## src/rtl/riscv_pkg.sv

```systemverilog
// Shared constants for the instruction fetch front end: reset vector, instruction size, NOP encoding.
package riscv_pkg;

  localparam logic [31:0] DEFAULT_RESET_PC = 32'h0000_0000;
  localparam int          INSTR_BYTES      = 4;
  localparam logic [31:0] NOP_INSTR        = 32'h0000_0013;

endpackage

```

## src/rtl/fetch_queue.sv

```systemverilog
// Small FIFO of {pc, instruction} pairs with synchronous flush; head is read from registered storage.
module fetch_queue #(
  parameter int ADDR_WIDTH = 32,
  parameter int DATA_WIDTH = 32,
  parameter int DEPTH      = 2
) (
  input  logic                    clk,
  input  logic                    reset,
  input  logic                    flush,
  input  logic                    push,
  input  logic [ADDR_WIDTH-1:0]   push_pc,
  input  logic [DATA_WIDTH-1:0]   push_instr,
  input  logic                    pop,
  output logic [$clog2(DEPTH):0]  count,
  output logic                    head_valid,
  output logic [ADDR_WIDTH-1:0]   head_pc,
  output logic [DATA_WIDTH-1:0]   head_instr
);

  localparam int PW = $clog2(DEPTH);
  localparam int CW = PW + 1;

  logic [ADDR_WIDTH-1:0] pc_mem    [DEPTH];
  logic [DATA_WIDTH-1:0] instr_mem [DEPTH];
  logic [PW-1:0]         wr_ptr;
  logic [PW-1:0]         rd_ptr;

  // NOTE: storage is not reset; head outputs are masked by head_valid, so stale contents never escape.
  always_ff @(posedge clk) begin
    if (push) begin
      pc_mem[wr_ptr]    <= push_pc;
      instr_mem[wr_ptr] <= push_instr;
    end
  end

  // NOTE: sequential state uses non-blocking assignments so every register samples pre-edge values.
  always_ff @(posedge clk) begin
    if (reset || flush) begin
      wr_ptr <= '0;
      rd_ptr <= '0;
      count  <= '0;
    end else begin
      if (push) wr_ptr <= wr_ptr + PW'(1);
      if (pop)  rd_ptr <= rd_ptr + PW'(1);
      case ({push, pop})
        2'b10:   count <= count + CW'(1);
        2'b01:   count <= count - CW'(1);
        default: count <= count;
      endcase
    end
  end

  assign head_valid = (count != '0);
  assign head_pc    = head_valid ? pc_mem[rd_ptr]    : '0;
  assign head_instr = head_valid ? instr_mem[rd_ptr] : '0;

endmodule

```

## src/rtl/fetch_unit.sv

```systemverilog
// PC generation and prefetch stage feeding decode through fetch_queue.
// Optional build macro FETCH_MISALIGN_TRAP_EN adds a sticky fetch_misalign output for unaligned redirects.
module fetch_unit
  import riscv_pkg::*;
#(
  parameter int                    ADDR_WIDTH = 32,
  parameter int                    DATA_WIDTH = 32,
  parameter logic [ADDR_WIDTH-1:0] RESET_PC   = ADDR_WIDTH'(DEFAULT_RESET_PC),
  parameter int                    FQ_DEPTH   = 2
) (
  input  logic                  clk,
  input  logic                  reset,
  output logic [ADDR_WIDTH-1:0] instr_addr,
  input  logic [DATA_WIDTH-1:0] instr_in,
  input  logic                  redirect_valid,
  input  logic [ADDR_WIDTH-1:0] redirect_pc,
  input  logic                  dec_ready,
  output logic                  dec_valid,
  output logic [DATA_WIDTH-1:0] dec_instr,
  output logic [ADDR_WIDTH-1:0] dec_pc,
  output logic [ADDR_WIDTH-1:0] dec_pc_plus4
`ifdef FETCH_MISALIGN_TRAP_EN
  ,
  output logic                  fetch_misalign
`endif
);

  localparam int CW = $clog2(FQ_DEPTH) + 1;

  logic [ADDR_WIDTH-1:0] pc;
  logic [ADDR_WIDTH-1:0] redirect_target;
  logic [CW-1:0]         count;
  logic                  pop;
  logic                  push;
  logic                  push_inhibit;

`ifdef FETCH_MISALIGN_TRAP_EN
  logic misalign_q;

  always_ff @(posedge clk) begin
    if (reset)               misalign_q <= 1'b0;
    else if (redirect_valid) misalign_q <= |redirect_pc[1:0];
  end

  assign fetch_misalign  = misalign_q;
  assign push_inhibit    = misalign_q;
  assign redirect_target = redirect_pc;
`else
  assign push_inhibit    = 1'b0;
  assign redirect_target = redirect_pc & ~ADDR_WIDTH'(3);
`endif

  assign instr_addr = pc;
  assign pop        = dec_valid & dec_ready;
  // A full queue still accepts a word when the head leaves in the same cycle.
  assign push       = !redirect_valid && !push_inhibit && ((count < CW'(FQ_DEPTH)) || pop);

  always_ff @(posedge clk) begin
    if (reset)               pc <= RESET_PC;
    else if (redirect_valid) pc <= redirect_target;
    else if (push)           pc <= pc + ADDR_WIDTH'(INSTR_BYTES);
  end

  fetch_queue #(
    .ADDR_WIDTH (ADDR_WIDTH),
    .DATA_WIDTH (DATA_WIDTH),
    .DEPTH      (FQ_DEPTH)
  ) u_queue (
    .clk        (clk),
    .reset      (reset),
    .flush      (redirect_valid),
    .push       (push),
    .push_pc    (pc),
    .push_instr (instr_in),
    .pop        (pop),
    .count      (count),
    .head_valid (dec_valid),
    .head_pc    (dec_pc),
    .head_instr (dec_instr)
  );

  assign dec_pc_plus4 = dec_valid ? dec_pc + ADDR_WIDTH'(INSTR_BYTES) : '0;

endmodule

```

## config.mk

```make
export PLATFORM = sky130hd
export DESIGN_NAME = fetch_unit
export DESIGN_NICKNAME = d
export VERILOG_FILES = /design/src/rtl/riscv_pkg.sv /design/src/rtl/fetch_queue.sv /design/src/rtl/fetch_unit.sv
export SDC_FILE = /design/constraint.sdc
export NUM_CORES = 1
export LEC_CHECK = 0
export ABC_CLOCK_PERIOD_IN_PS = 5100
export BUFFER_PORTS_ARGS = -buffer_cell sky130_fd_sc_hd__buf_4
export CAP_MARGIN = 30
export CELL_PAD_IN_SITES_DETAIL_PLACEMENT = 1
export CELL_PAD_IN_SITES_GLOBAL_PLACEMENT = 1
export CORE_MARGIN = 2
export CORE_UTILIZATION = 37
export DETAILED_ROUTE_END_ITERATION = 16
export PLACE_DENSITY = 0.87
export RECOVER_POWER = 100
export REMOVE_ABC_BUFFERS = 1
export SETUP_SLACK_MARGIN = 0.1
export SLEW_MARGIN = 0
export SYNTH_ARGS = -nofsm -noshare
export SYNTH_HDL_FRONTEND = slang
export SYNTH_HIERARCHICAL = 1
export SYNTH_SLANG_ARGS = --single-unit
```

## constraint.sdc

```tcl
create_clock -name clk -period 5.1 [get_ports clk]
set_clock_uncertainty 0.05 [all_clocks]
set_input_delay 0.255 -clock clk [delete_from_list [all_inputs] [get_ports clk]]
set_output_delay 0.255 -clock clk [all_outputs]
set_load 0.03 [all_outputs]
```

# Word level (Yosys, flattened, before mapping)
# Memories as Yosys holds them, arrays and structs flattened. A register that Yosys moved wholly into a read port is not among the register bits.
# Index checks and enable logic that the tools add are counted.
# op_classes
addsub,6
n_mul,0
n_div,0
n_lt_le_gt_ge,1
eq_ne,2
shifts,0
muxes,12
bitwise_logic,1
n_reduce_logical,8
# ops
op,n
$mux 32,5
$add 32x3->32 const B,2
$mux 1,6
$reduce_bool 2->1,3
$pmux 2 s2,1
$add 1x1->1 const B,2
$add 2x1->2 const B,1
$eq 2x1->1 const B,1
$eq 2x2->1 const B,1
$logic_or 1x1->1,2
$lt 2x2->1 const B,1
$reduce_or 2->1,1
$sub 2x1->2 const B,1
$and 1x1->1,1
$logic_and 1x1->1,1
$logic_not 1->1,1
# totals
reg_bits,36
latchBits,0
ram_bits,128
rom_bits,0
in_bits,68
output_inout_bits,129
word_cells,37
mem_count,2
# memory_table
name,words,word_bits,rd,rd_clocked_by_memory_dff,wr,line,source
u_queue.instr_mem,2,32,1,1,1,fetch_queue.sv:24,logic [DATA_WIDTH-1:0] instr_mem [DEPTH];
u_queue.pc_mem,2,32,1,1,1,fetch_queue.sv:23,logic [ADDR_WIDTH-1:0] pc_mem [DEPTH];

# Logic depth before layout (Yosys ltp)
# Gate-level depths: netlist (run 1).
# logic_depth
word_depth,6
depth_mapped,12
ltp_nobuf,9

# Cells and area by module
# Netlist (run 1), hierarchy kept.
# modules_own_cells
mod,instances,cells_each,area_each_um2,seq_area_each_um2
fetch_queue,1,292,5016.1,3943.8
fetch_unit,1,371,2621.3,600.6

# Worst setup path before layout (run 1)
# Ideal clock, no wire load.
# synth_path
path_type,reg2reg
startpoint,register u_queue.count[0]
endpoint,"memory u_queue.instr_mem[0][0], enable pin"
setup_ns,0.486
t_arrival_ns,4.429
required_time_ns,4.564
path_slack_ns,0.134
stages_incl_launch_ff,10
n_path_buf,3
synth_period_minus_slack_ns,4.966
path_cell_list,dfxtp_1 nor2_1 buf_2 buf_2 inv_1 clkbuf_1 a21boi_0 nor2_1 inv_1 nor2_1
# synth_via
elab_chain_len,6
elab_cells_between_ends,7
cone_classes,order compare (1); mux (2); bitwise (1); reduce/logical (3)
# synth_rtl
item,line,source
"start, declared",fetch_queue.sv:14,"output logic [$clog2(DEPTH):0] count,"
"start signal, assigned",fetch_queue.sv:46,2'b10: count <= count + CW'(1);
"start signal, assigned",fetch_queue.sv:47,2'b01: count <= count - CW'(1);
"start signal, assigned",fetch_queue.sv:48,default: count <= count;
$reduce_bool 2->1,fetch_queue.sv:53,assign head_valid = (count != '0);
via dec_valid,fetch_unit.sv:18,"output logic dec_valid,"
$and 1x1->1,fetch_unit.sv:54,assign pop = dec_valid & dec_ready;
$logic_or 1x1->1,fetch_unit.sv:56,assign push = !redirect_valid && !push_inhibit && ((count < CW'(FQ_DEPTH)) || pop);
$logic_and 1x1->1,fetch_unit.sv:56,
via push,fetch_unit.sv:34,logic push;
$mux 1,fetch_queue.sv:30,if (push) begin
$mux 1 (implied by the code),fetch_queue.sv:32,instr_mem[wr_ptr] <= push_instr;
"end, declared",fetch_queue.sv:24,
# The timed path passes the listed nets, and every way through them passes these cells.

==> impl_summary.log, run 1 <==
[metrics] final antenna-violating net count: 0
[metrics] combined area of all synthesized cells: about 7600 um^2
[metrics] final number of hold-violating endpoints: 0
[metrics] Clock power frac: 0.398
[metrics] grt total ovfl: 0
[metrics] DP Cell Count: 1091
[metrics] GP Congestion: 0.786
[metrics] buffer count from post-CTS setup fixing: 0
[metrics] GRT Resource Usage Total: 0.203
[metrics] # rows: between 50 and 60
[metrics] starting DRC count in detailed routing: 334
[metrics] cell type contributing the most total cell area after synthesis: sky130_fd_sc_hd__edfxtp_1
[metrics] total met3 wirelength after detailed routing: roughly 1000 um
[metrics] number of gates resized after CTS: 0
[metrics] Peak Freq: ~0.22 GHz
[metrics] global-route wire length before repair: 34300 um
[metrics] number of distinct standard cells referenced by the synthesized netlist: 42
[metrics] post-detailed-placement half-perimeter wirelength: approximately 15000 um
[metrics] DRT Pass-1 Iters: 4
[metrics] fraction of power spent switching nets: 0.255
[metrics] clock insertion delay at the later pin of the skew report: ~0.42 ns
[metrics] number of antenna violations at the first check in global routing: 0
[metrics] fraction of final layout cells with drive strength greater than 1: 0.119
[metrics] static power due to leakage: approximately 3.2 nW
[metrics] Register-to-Register Path Depth: 8
[metrics] IO Port Bufs: ~190
[metrics] power per cell area: approximately 340 nW/um^2
[metrics] ys flop type: sky130_fd_sc_hd__edfxtp_1
[metrics] power spent charging and discharging nets: roughly 840 uW
[metrics] total core area: 20200 um^2
[metrics] width of the die: around 150 um
[metrics] maximum number of pins on one net before global-route repair: between 60 and 70
[metrics] most numerous cell in the Yosys netlist: sky130_fd_sc_hd__edfxtp_1
[metrics] worst path required time: roughly 4.8 ns
[metrics] TritonCTS clock tree: yes
[metrics] Seq cells post-synth: 163
[metrics] setup repair after global routing missed its margin: false
[metrics] DIE AREA: roughly 22000 um^2
[metrics] routed len/inst: ~19 um
[metrics] Antenna Diode Count: 0
[metrics] Post-Synthesis Mean Instance Area: approximately 12 um^2
[metrics] Routed met1 length: between 9000 and 10000 um
[metrics] detailed-routed wire length on met2: 11200 um
[metrics] top cell type's share of synthesized area: 0.503
[metrics] clock-pin slew on the worst setup and hold paths: about 0.06 ns
[metrics] most instantiated cells after synthesis: sky130_fd_sc_hd__edfxtp_1, sky130_fd_sc_hd__nor2_1, sky130_fd_sc_hd__mux2i_1, sky130_fd_sc_hd__dfxtp_1, sky130_fd_sc_hd__nand2_1
[metrics] highest metal layer with signal wires: met4
[metrics] final core occ: 0.482
[metrics] number of warnings issued by yosys: 6
[metrics] setup-violating endpoint count in the final report: 0
[metrics] average via count per standard cell: between 5 and 6
[metrics] Final nets: around 940
[metrics] register area share after synthesis: 0.595
[metrics] endpoint arrival time on the critical path: between 4 and 5 ns
[metrics] Clock Sink Count: between 150 and 200
[metrics] biggest area contributors in the synthesized netlist: sky130_fd_sc_hd__edfxtp_1, sky130_fd_sc_hd__dfxtp_1, sky130_fd_sc_hd__mux2i_1, sky130_fd_sc_hd__nor2_1, sky130_fd_sc_hd__xor2_1
[metrics] type of destination of the critical path: output port
[metrics] Die Y-Extent: between 100 and 150 um
[metrics] class of the tightest hold or removal check: in2reg
[metrics] Peak supply drop: around 0.21 mV
[metrics] final non-filler cell total: 1155
[metrics] highest fanout seen on the critical path: 43
[metrics] kind of critical path: reg2out
[metrics] Mapped Cells: ~660
[metrics] WHS Path Cells: 3
[metrics] post-layout minimum cycle time: about 4.6 ns
[metrics] vias in the first global route: 6120
[metrics] violations in the final reports: max-capacitance violations, max-slew violations
[metrics] Max Slew Vio Count: about 90
[metrics] maximum buffer depth of the clock tree: 2
[metrics] async set-reset flop share out of synthesis: 0
[metrics] initial cell density of the core: 0.377
[metrics] number of maximum-capacitance constraint violations: 3
[metrics] CTS Hold Bufs: 32
[metrics] Area growth syn-to-layout: 27.8%
[metrics] DRT Wirelength: around 22000 um
[metrics] status: complete, but fails checks
[metrics] internal power: 2.45 mW
[metrics] final clock period utilization by the worst path: 0.905
[metrics] count of vias placed by the detailed router: approximately 6100
[metrics] TritonCTS Buffers: 17
[metrics] number of ports placed on the die boundary: a little under 200
[metrics] startpoint type of the worst setup path: register
[metrics] Worst Max-Slew Pin Slew: about 1.8 ns
[metrics] fraction of power consumed by combinational cells: 0.124
[metrics] Clock Tree Root: sky130_fd_sc_hd__clkbuf_16
[metrics] sequential share of power: 0.479
[metrics] number of enable-type register cells in the synthesized netlist: 128
[metrics] number of H-tree branching levels: 4
[metrics] DRC: 0
[metrics] Slew HR: -0.178
[power by group through the flow]
stage / clock network (mW) / logic, mW / registers, mW
6_report: 1.31 / 0.406 / 1.57
3_3_place_gp: 0 / 0.413 / 1.59
2_1_floorplan: 0 / 0.209 / 1.62
3_5_place_dp: 0 / 0.429 / 1.60
5_1_grt: 1.38 / 0.440 / 1.58
4_1_cts: 1.34 / 0.452 / 1.57
[cells by family (layout without fill, tap and decap cells)]
group | Yosys count | in the layout | synth area share
AND/OR/NAND/NOR | 258 | 258 | 0.173
other | 1 | 6 | 0.000491
multiplexers | 64 | 64 | 0.0839
AO/OA/AOI/OAI | 88 | 88 | 0.0798
buffers and inverters | 62 | 279 | 0.0359
flip-flops | 163 | 163 | 0.595
adder cells (fa/ha/maj) | 3 | 3 | 0.00492
XOR/XNOR | 24 | 24 | 0.0275
[final cells by class]
type                            instances  area, um^2
Tap cell                              270         338
Multi-Input combinational cell        443        2850
Sequential cell                       163        4550
Clock buffer                           26         554
Inverter                               16        60.1
Fill cell                            2235       10500
Timing Repair Buffer                  231        1350
Clock inverter                          6        62.6
[per-layer routing]
| layer | track usage | vias to the layer above |
|---|---|---|
| li1 | - | 2904 |
| met2 | 0.344 | 181 |
| met3 | 0.0324 | 32 |
| met5 | 0 | - |
| met1 | 0.262 | 3023 |
| met4 | 0.0769 | 0 |
[worst max-delay path: stages (launching register included)]
cell and delay [ns]:
sky130_fd_sc_hd__dfxtp_4 0.87, sky130_fd_sc_hd__mux2i_1 0.16, sky130_fd_sc_hd__nor2_1 0.34, sky130_fd_sc_hd__and4_1 0.42, sky130_fd_sc_hd__nand4_1 0.72, sky130_fd_sc_hd__or4_1 0.74
sky130_fd_sc_hd__a21oi_1 0.24, sky130_fd_sc_hd__clkbuf_1 0.35
[registers in the layout (all words and copies together), names as in the netlist, named ones only]
signal             count
instr_addr            30
u_queue/count          2
u_queue/instr_mem     64
u_queue/pc_mem        64
u_queue/rd_ptr         1
u_queue/wr_ptr         1
[layout by cell type, fill, tap and decap left out, types with 3 or more instances in the layout]
cell,count
sky130_fd_sc_hd__clkbuf_1,132
sky130_fd_sc_hd__edfxtp_1,128
sky130_fd_sc_hd__nor2_1,103
sky130_fd_sc_hd__mux2i_1,64
sky130_fd_sc_hd__buf_4,43
sky130_fd_sc_hd__dfxtp_1,34
sky130_fd_sc_hd__dlygate4sd3_1,32
sky130_fd_sc_hd__nand2_1,29
sky130_fd_sc_hd__clkbuf_4,25
sky130_fd_sc_hd__nand4_1,21
sky130_fd_sc_hd__clkbuf_16,21
sky130_fd_sc_hd__a21oi_1,20
sky130_fd_sc_hd__or4_1,18
sky130_fd_sc_hd__nand3_1,18
sky130_fd_sc_hd__xor2_1,17
sky130_fd_sc_hd__inv_1,15
sky130_fd_sc_hd__o21ai_0,15
sky130_fd_sc_hd__or3_1,15
sky130_fd_sc_hd__o31ai_1,14
sky130_fd_sc_hd__a311oi_1,14
sky130_fd_sc_hd__and4_1,13
sky130_fd_sc_hd__a211oi_1,11
sky130_fd_sc_hd__xnor2_1,7
sky130_fd_sc_hd__and2_1,6
sky130_fd_sc_hd__and3_1,6
sky130_fd_sc_hd__nor3_1,6
sky130_fd_sc_hd__conb_1,6
sky130_fd_sc_hd__nor4_1,5
sky130_fd_sc_hd__and2_0,4
sky130_fd_sc_hd__o31a_1,4
sky130_fd_sc_hd__nand2b_1,3
sky130_fd_sc_hd__nor3b_1,3
sky130_fd_sc_hd__a2111oi_0,3
sky130_fd_sc_hd__ha_1,3
sky130_fd_sc_hd__clkinv_2,3
[final timing paths]
kind	slack, ns	start	endpoint
min	0.06	redirect_pc[24]	instr_addr[24]$_SDFFE_PP0P_
min reg2reg	0.48	instr_addr[30]$_SDFFE_PP0P_	u_queue/pc_mem[1][30]$_DFFE_PP_
max reg2reg	0.76	u_queue/count[1]$_SDFFE_PP0P_	u_queue/instr_mem[0][8]$_DFFE_PP_
max	0.49	register	dec_pc_plus4[26]
[metrics by stage]
stage | worst slack (ns) | power [mW] | TNS, ns | area [um^2] | hold WS, ns
6_report | 0.486 | 3.28 | 0 | 9760 | 0.0648
5_1_grt | 0.185 | 3.40 | 0 | 9760 | 0.0574
4_1_cts | 0.611 | 3.36 | 0 | 10200 | 0.0462
3_5_place_dp | 1.08 | 2.03 | 0 | 9310 | 0.393
3_3_place_gp | 1.23 | 2.01 | 0 | 9280 | 0.390
2_1_floorplan | -0.312 | 1.83 | -36.95 | 7440 | 0.274
Note: power is estimated with default switching activity, not from simulation.
==> run 2: changes to the inputs <==
Settings changed: CAP_MARGIN 30 to 20, PLACE_DENSITY 0.87 to default, PLACE_DENSITY_LB_ADDON from default to 0.1.
==> impl_summary.log, run 2 (synthesized netlist as in run 1, its figures left out) <==
[metrics] status: complete, but fails checks (unchanged)
[metrics] violations in the final reports: max-capacitance violations, max-slew violations (unchanged)
[metrics] DIE AREA: 21800 um^2 (unchanged)
[metrics] final antenna-violating net count: 0 (unchanged)
[metrics] final clock period utilization by the worst path: 0.880 (was 0.905)
[metrics] GP Congestion: 0.773 (was 0.786)
[metrics] grt total ovfl: 0 (unchanged)
[metrics] DRT Pass-1 Iters: 4 (unchanged)
[metrics] setup repair after global routing missed its margin: false (unchanged)
[metrics] GRT Resource Usage Total: 0.207 (was 0.203)
[metrics] type of destination of the critical path: output port (unchanged)
[metrics] post-detailed-placement half-perimeter wirelength: 15400 um (was 15000 um)
[metrics] maximum buffer depth of the clock tree: 2 (unchanged)
[metrics] kind of critical path: reg2out (unchanged)
[metrics] TritonCTS clock tree: yes (unchanged)
[metrics] Clock Sink Count: 163 (unchanged)
[metrics] commonest non-fill, non-tap cell in the layout: sky130_fd_sc_hd__edfxtp_1 (was sky130_fd_sc_hd__clkbuf_1)
[metrics] Peak Freq: 0.223 GHz (was 0.217 GHz)
[metrics] DRC: 0 (unchanged)
[metrics] Die Y-Extent: 148 um (unchanged)
[metrics] fraction of final layout cells with drive strength greater than 1: 0.138 (was 0.119)
[metrics] number of H-tree branching levels: 4 (unchanged)
[metrics] final core occ: 0.482 (unchanged)
[metrics] timing startpoint of the critical path: u_queue/count[0]$_SDFFE_PP0P_
[metrics] total power consumption of the routed design: 3.20 mW (was 3.28 mW)
[metrics] number of antenna violations at the first check in global routing: 0 (unchanged)
[metrics] number of maximum-capacitance constraint violations: 2 (was 3)
[metrics] Area growth syn-to-layout: 27.8% (unchanged)
[metrics] Antenna Diode Count: 0 (unchanged)
[metrics] width of the die: 148 um (unchanged)
[metrics] worst path required time: 4.80 ns (about the same)
[metrics] Slew HR: -0.477 (was -0.178)
[metrics] power per cell area: 328 nW/um^2 (was 336 nW/um^2)
[metrics] count of vias placed by the detailed router: 6064 (was 6140)
[metrics] Register-to-Register Path Depth: 7 (was 8)
[metrics] number of ports placed on the die boundary: 197 (unchanged)
[metrics] setup-violating endpoint count in the final report: 0 (unchanged)
[metrics] initial cell density of the core: 0.377 (unchanged)
[metrics] starting DRC count in detailed routing: 240 (was 334)
[metrics] routed len/inst: 19.4 um (was 19.2 um)
[metrics] Setup Total Neg Slack: 0 ns (unchanged)
[metrics] post-layout minimum cycle time: 4.49 ns (was 4.61 ns)
[metrics] Worst Max-Slew Pin Slew: 2.22 ns (was 1.77 ns)
[metrics] WHS Path Cells: 3 (unchanged)
[metrics] average via count per standard cell: 5.25 (was 5.32)
[metrics] most frequent cells in the layout: sky130_fd_sc_hd__edfxtp_1, sky130_fd_sc_hd__clkbuf_1, sky130_fd_sc_hd__nor2_1, sky130_fd_sc_hd__mux2i_1, sky130_fd_sc_hd__buf_4 (was sky130_fd_sc_hd__clkbuf_1, sky130_fd_sc_hd__edfxtp_1, sky130_fd_sc_hd__nor2_1, sky130_fd_sc_hd__mux2i_1, sky130_fd_sc_hd__buf_4)
[metrics] # rows: 52 (unchanged)
[metrics] static power due to leakage: 3.23 nW (was 3.20 nW)
[metrics] Max Slew Vio Count: 102 (was 88)
[metrics] highest fanout seen on the critical path: 22 (was 43)
[metrics] startpoint of the most critical register-to-register path: u_queue/count[0]$_SDFFE_PP0P_ (was u_queue/count[1]$_SDFFE_PP0P_)
[metrics] DP Cell Count: 1092 (was 1091)
[metrics] IO Port Bufs: 192 (unchanged)
[metrics] startpoint type of the worst setup path: register (unchanged)
[metrics] DRT Wirelength: 22500 um (was 22200 um)
[metrics] global-route wire length before repair: 35000 um (was 34300 um)
[metrics] Min-Delay Startpoint: redirect_pc[2] (was redirect_pc[24])
[metrics] clock insertion delay at the later pin of the skew report: 0.43 ns (was 0.42 ns)
[metrics] final number of hold-violating endpoints: 0 (unchanged)
[metrics] final non-filler cell total: 1156 (was 1155)
[metrics] buffer count from post-CTS setup fixing: 0 (unchanged)
[metrics] CTS Hold Bufs: 32 (unchanged)
[metrics] number of gates resized after CTS: 0 (unchanged)
[metrics] total core area: 20200 um^2 (unchanged)
[metrics] Clock Tree Root: sky130_fd_sc_hd__clkbuf_16 (unchanged)
[metrics] class of the tightest hold or removal check: in2reg (unchanged)
[metrics] Peak supply drop: 0.200 mV (was 0.207 mV)
[metrics] TritonCTS Buffers: 17 (unchanged)
[metrics] maximum number of pins on one net before global-route repair: 65 (unchanged)
[metrics] endpoint arrival time on the critical path: 4.18 ns (was 4.31 ns)
[metrics] Final nets: 944 (was 943)
[metrics] vias in the first global route: 6413 (was 6120)
[metrics] clock-pin slew on the worst setup and hold paths: 0.07 ns (was 0.06 ns)
run 2: cell types whose count changed in the layout (fill, tap and decap cells not counted), moves of 2 or more:
cell | previous run | this run
sky130_fd_sc_hd__buf_4 | 43 | 58
sky130_fd_sc_hd__clkinvlp_4 | 0 | 2
sky130_fd_sc_hd__clkinv_2 | 3 | 1
sky130_fd_sc_hd__clkbuf_16 | 21 | 17
sky130_fd_sc_hd__clkbuf_1 | 132 | 115
sky130_fd_sc_hd__inv_8 | 0 | 4
sky130_fd_sc_hd__clkinv_8 | 0 | 2
sky130_fd_sc_hd__clkbuf_4 | 25 | 27
sky130_fd_sc_hd__inv_6 | 1 | 3
run 2: cell type report:
cell class / instances / area (um^2)
Sequential cell: 163 / 4550
Clock inverter: 15 / 145
Multi-Input combinational cell: 443 / 2850
Fill cell: 2246 / 10500
Timing Repair Buffer: 232 / 1390
Tap cell: 270 / 338
Clock buffer: 17 / 425
Inverter: 16 / 60.1
run 2: final timing paths:
| check | slack [ns] | end |
|---|---|---|
| worst max-delay path | 0.61 | dec_pc_plus4[31] |
| worst max register to register | 0.86 | u_queue/instr_mem[0][14]$_DFFE_PP_ |
| worst min-delay path | 0.04 | instr_addr[2]$_SDFFE_PP0P_ |
| worst min register to register | 0.49 | u_queue/pc_mem[1][26]$_DFFE_PP_ |
run 2: per-stage QoR:
step | instance area (um^2) | worst slack (ns) | hold slack [ns]
CTS | 10200 | 0.766 | 0.0209
detailed placement | 9300 | 1.26 | 0.393
global route | 9760 | 0.259 | 0.0252
finish | 9760 | 0.612 | 0.0388
floorplan | 7440 | -0.312 | 0.274
global placement | 9300 | 1.32 | 0.391
run 2: layer usage:
| layer | track usage | vias up | share of wire |
|---|---|---|---|
| met1 | 0.254 | 3007 | 0.43 |
| met2 | 0.365 | 150 | 0.50 |
| met4 | 0.0563 | 0 | 0.010 |
| met5 | 0 | - | 0 |
| li1 | - | 2894 | - |
| met3 | 0.0515 | 13 | 0.054 |
run 2: where the power goes:
group          switching (mW)  total, mW  internal, mW  leakage, nW
clock network           0.582       1.23         0.647        0.275
logic                   0.276      0.403         0.127         1.44
registers              0.0525       1.57          1.52         1.51
total                   0.911       3.20          2.29         3.23
run 2: worst max-delay path, stage by stage, from the launching register on:
cell                       delay, ns
sky130_fd_sc_hd__dfxtp_1        0.44
sky130_fd_sc_hd__nor2_4         0.15
sky130_fd_sc_hd__clkbuf_1       0.49
sky130_fd_sc_hd__nor2_1         0.45
sky130_fd_sc_hd__and4_1         0.41
sky130_fd_sc_hd__nand4_1        0.65
sky130_fd_sc_hd__or4_1          0.72
sky130_fd_sc_hd__a21oi_1        0.19
sky130_fd_sc_hd__buf_4          0.22
==> run 3: changes to the inputs <==
Settings changed: CORE_MARGIN 2 to default.
==> impl_summary.log, run 3 (synthesized netlist as in run 1, its figures left out) <==
[metrics] status: complete, but fails checks (unchanged)
[metrics] violations in the final reports: max-capacitance violations, max-slew violations (unchanged)
[metrics] Clock Tree Root: sky130_fd_sc_hd__clkbuf_16 (unchanged)
[metrics] fraction of final layout cells with drive strength greater than 1: 0.122 (was 0.138)
[metrics] Buf/Inv on CP: 2 (unchanged)
[metrics] endpoint arrival time on the critical path: 4.16 ns (was 4.18 ns)
[metrics] class of the tightest hold or removal check: in2reg (unchanged)
[metrics] DRC: 0 (unchanged)
[metrics] post-route design area: 9740 um^2 (was 9760 um^2)
[metrics] number of H-tree branching levels: 4 (unchanged)
[metrics] Clock power frac: 0.397 (was 0.384)
[metrics] power spent charging and discharging nets: 892 uW (was 911 uW)
[metrics] Max stage delay on crit path: 0.74 ns (was 0.72 ns)
[metrics] fraction of power spent switching nets: 0.273 (was 0.285)
[metrics] vias in the first global route: 6400 (was 6413)
[metrics] width of the die: 146 um (was 148 um)
[metrics] grt total ovfl: 0 (unchanged)
[metrics] TritonCTS clock tree: yes (unchanged)
[metrics] total core area: 20200 um^2 (unchanged)
[metrics] startpoint type of the worst setup path: register (unchanged)
[metrics] clock-pin slew on the worst setup and hold paths: 0.07 ns (about the same)
[metrics] WHS: 0.0494 ns (was 0.0388 ns)
[metrics] post-detailed-placement half-perimeter wirelength: 14800 um (was 15400 um)
[metrics] initial cell density of the core: 0.377 (unchanged)
[metrics] Crit path max-delay family: simple AND/OR/NAND/NOR gates (unchanged)
[metrics] final antenna-violating net count: 0 (unchanged)
[metrics] final clock period utilization by the worst path: 0.875 (was 0.880)
[metrics] number of maximum-capacitance constraint violations: 3 (was 2)
[metrics] Worst Max-Slew Pin Slew: 2.98 ns (was 2.22 ns)
[metrics] TritonCTS Buffers: 17 (unchanged)
[metrics] maximum buffer depth of the clock tree: 2 (unchanged)
[metrics] fraction of power consumed by combinational cells: 0.125 (was 0.126)
[metrics] # rows: 52 (unchanged)
[metrics] type of destination of the critical path: output port (unchanged)
[metrics] Setup Total Neg Slack: 0 ns (unchanged)
[metrics] global-route wire length before repair: 35100 um (was 35000 um)
[metrics] DRT Pass-1 Iters: 4 (unchanged)
[metrics] Peak Freq: 0.224 GHz (was 0.223 GHz)
[metrics] Final nets: 943 (was 944)
[metrics] starting DRC count in detailed routing: 335 (was 240)
[metrics] GP Congestion: 0.776 (was 0.773)
[metrics] number of ports placed on the die boundary: 197 (unchanged)
[metrics] Clock Sink Count: 163 (unchanged)
[metrics] setup-violating endpoint count in the final report: 0 (unchanged)
[metrics] Antenna Diode Count: 0 (unchanged)
[metrics] fill cell count: 2264 (was 2246)
[metrics] Cell Chain, Critical Path: buf_4 -> mux2i_1 -> nor2_1 -> and4_1 -> nand4_1 -> or4_1 -> a21oi_1 -> clkbuf_1 (was nor2_4 -> clkbuf_1 -> nor2_1 -> and4_1 -> nand4_1 -> or4_1 -> a21oi_1 -> buf_4)
[metrics] final number of hold-violating endpoints: 0 (unchanged)
[metrics] Max Slew Vio Count: 118 (was 102)
[metrics] DRT Wirelength: 22400 um (was 22500 um)
[metrics] Die Y-Extent: 146 um (was 148 um)
[metrics] crit path max-delay cell type: sky130_fd_sc_hd__or4_1 (unchanged)
[metrics] number of gates resized after CTS: 0 (unchanged)
[metrics] number of antenna violations at the first check in global routing: 0 (unchanged)
[metrics] worst path required time: 4.80 ns (about the same)
[metrics] Slew HR: -0.997 (was -0.477)
[metrics] post-layout minimum cycle time: 4.46 ns (was 4.49 ns)
[metrics] internal power: 2.38 mW (was 2.29 mW)
[metrics] placed inst area: 9310 um^2 (was 9300 um^2)
[metrics] most frequent cells in the layout: sky130_fd_sc_hd__clkbuf_1, sky130_fd_sc_hd__edfxtp_1, sky130_fd_sc_hd__nor2_1, sky130_fd_sc_hd__mux2i_1, sky130_fd_sc_hd__buf_4 (was sky130_fd_sc_hd__edfxtp_1, sky130_fd_sc_hd__clkbuf_1, sky130_fd_sc_hd__nor2_1, sky130_fd_sc_hd__mux2i_1, sky130_fd_sc_hd__buf_4)
[metrics] average via count per standard cell: 5.29 (was 5.25)
[metrics] routed len/inst: 19.4 um (about the same)
[metrics] static power due to leakage: 3.19 nW (was 3.23 nW)
[metrics] DIE AREA: 21200 um^2 (was 21800 um^2)
[metrics] power per cell area: 336 nW/um^2 (was 328 nW/um^2)
[metrics] sequential share of power: 0.478 (was 0.490)
[metrics] clock insertion delay at the later pin of the skew report: 0.43 ns (about the same)
[metrics] setup repair after global routing missed its margin: false (unchanged)
[metrics] GRT Resource Usage Total: 0.216 (was 0.207)
[metrics] highest fanout seen on the critical path: 26 (was 22)
[metrics] count of vias placed by the detailed router: 6114 (was 6064)
[metrics] total power consumption of the routed design: 3.27 mW (was 3.20 mW)
[metrics] maximum number of pins on one net before global-route repair: 65 (unchanged)
[metrics] IO Port Bufs: 192 (unchanged)
[metrics] Peak supply drop: 0.193 mV (was 0.200 mV)
[metrics] Area growth syn-to-layout: 27.6% (was 27.8%)
[metrics] kind of critical path: reg2out (unchanged)
==> run 3: worst min-delay path, cell delays in order <==
cell and delay, ns:
sky130_fd_sc_hd__buf_4 0.11, sky130_fd_sc_hd__inv_1 0.04, sky130_fd_sc_hd__a2111oi_0 0.07
==> run 3: cell type report <==
| type | instances | area (um^2) | share of cell area |
|---|---|---|---|
| Multi-Input combinational cell | 443 | 2850 | 0.292 |
| Inverter | 16 | 60.1 | 0.00616 |
| Sequential cell | 163 | 4550 | 0.467 |
| Tap cell | 270 | 338 | 0.0347 |
| Clock buffer | 18 | 429 | 0.0441 |
| Timing Repair Buffer | 231 | 1350 | 0.139 |
| Clock inverter | 14 | 170 | 0.0175 |
==> run 3: worst paths after layout <==
path                                                     from                        endpoint  slack (ns)  depth (start not counted)
worst min-delay path                          redirect_pc[19]     instr_addr[19]$_SDFFE_PP0P_        0.05                          3
worst min register to register     instr_addr[7]$_SDFFE_PP0P_  u_queue/pc_mem[0][7]$_DFFE_PP_        0.49                          0
worst max register to register  u_queue/count[0]$_SDFFE_PP0P_  u_queue/pc_mem[0][8]$_DFFE_PP_        0.79                          7
worst max-delay path                                 register                dec_pc_plus4[29]        0.64                          8
==> run 3: stage by stage <==
stage	utilization	cells	worst slack [ns]
after detailed placement	0.460	1091	1.24
final	0.481	1155	0.639
after global routing	0.481	1155	0.263
after floorplan	-	622	-0.312
after global placement	0.460	1091	1.38
after CTS	0.505	1155	0.774
==> run 3: repair_timing <==
item                                   in CTS  in global routing
setup buffers                               0                  0
endpoints found under the hold margin      64                  0
hold buffers                               32                  0
==> run 3: per-layer routing <==
metal	GRT usage	part of all wire	wire length [um]	vias to the layer above
li1	-	-	-	2909
met1	0.264	0.43	9670	3016
met2	0.376	0.50	11200	165
met3	0.0486	0.051	1130	24
met4	0.0742	0.015	345	0
met5	0	0	0	-
==> run 3: power by group through the flow <==
stage | Clock [mW] | Sequential [mW] | Combinational (mW)
after global placement | 0 | 1.59 | 0.422
after CTS | 1.34 | 1.56 | 0.455
final | 1.30 | 1.57 | 0.408
after detailed placement | 0 | 1.59 | 0.432
after floorplan | 0 | 1.62 | 0.209
after global routing | 1.38 | 1.57 | 0.440
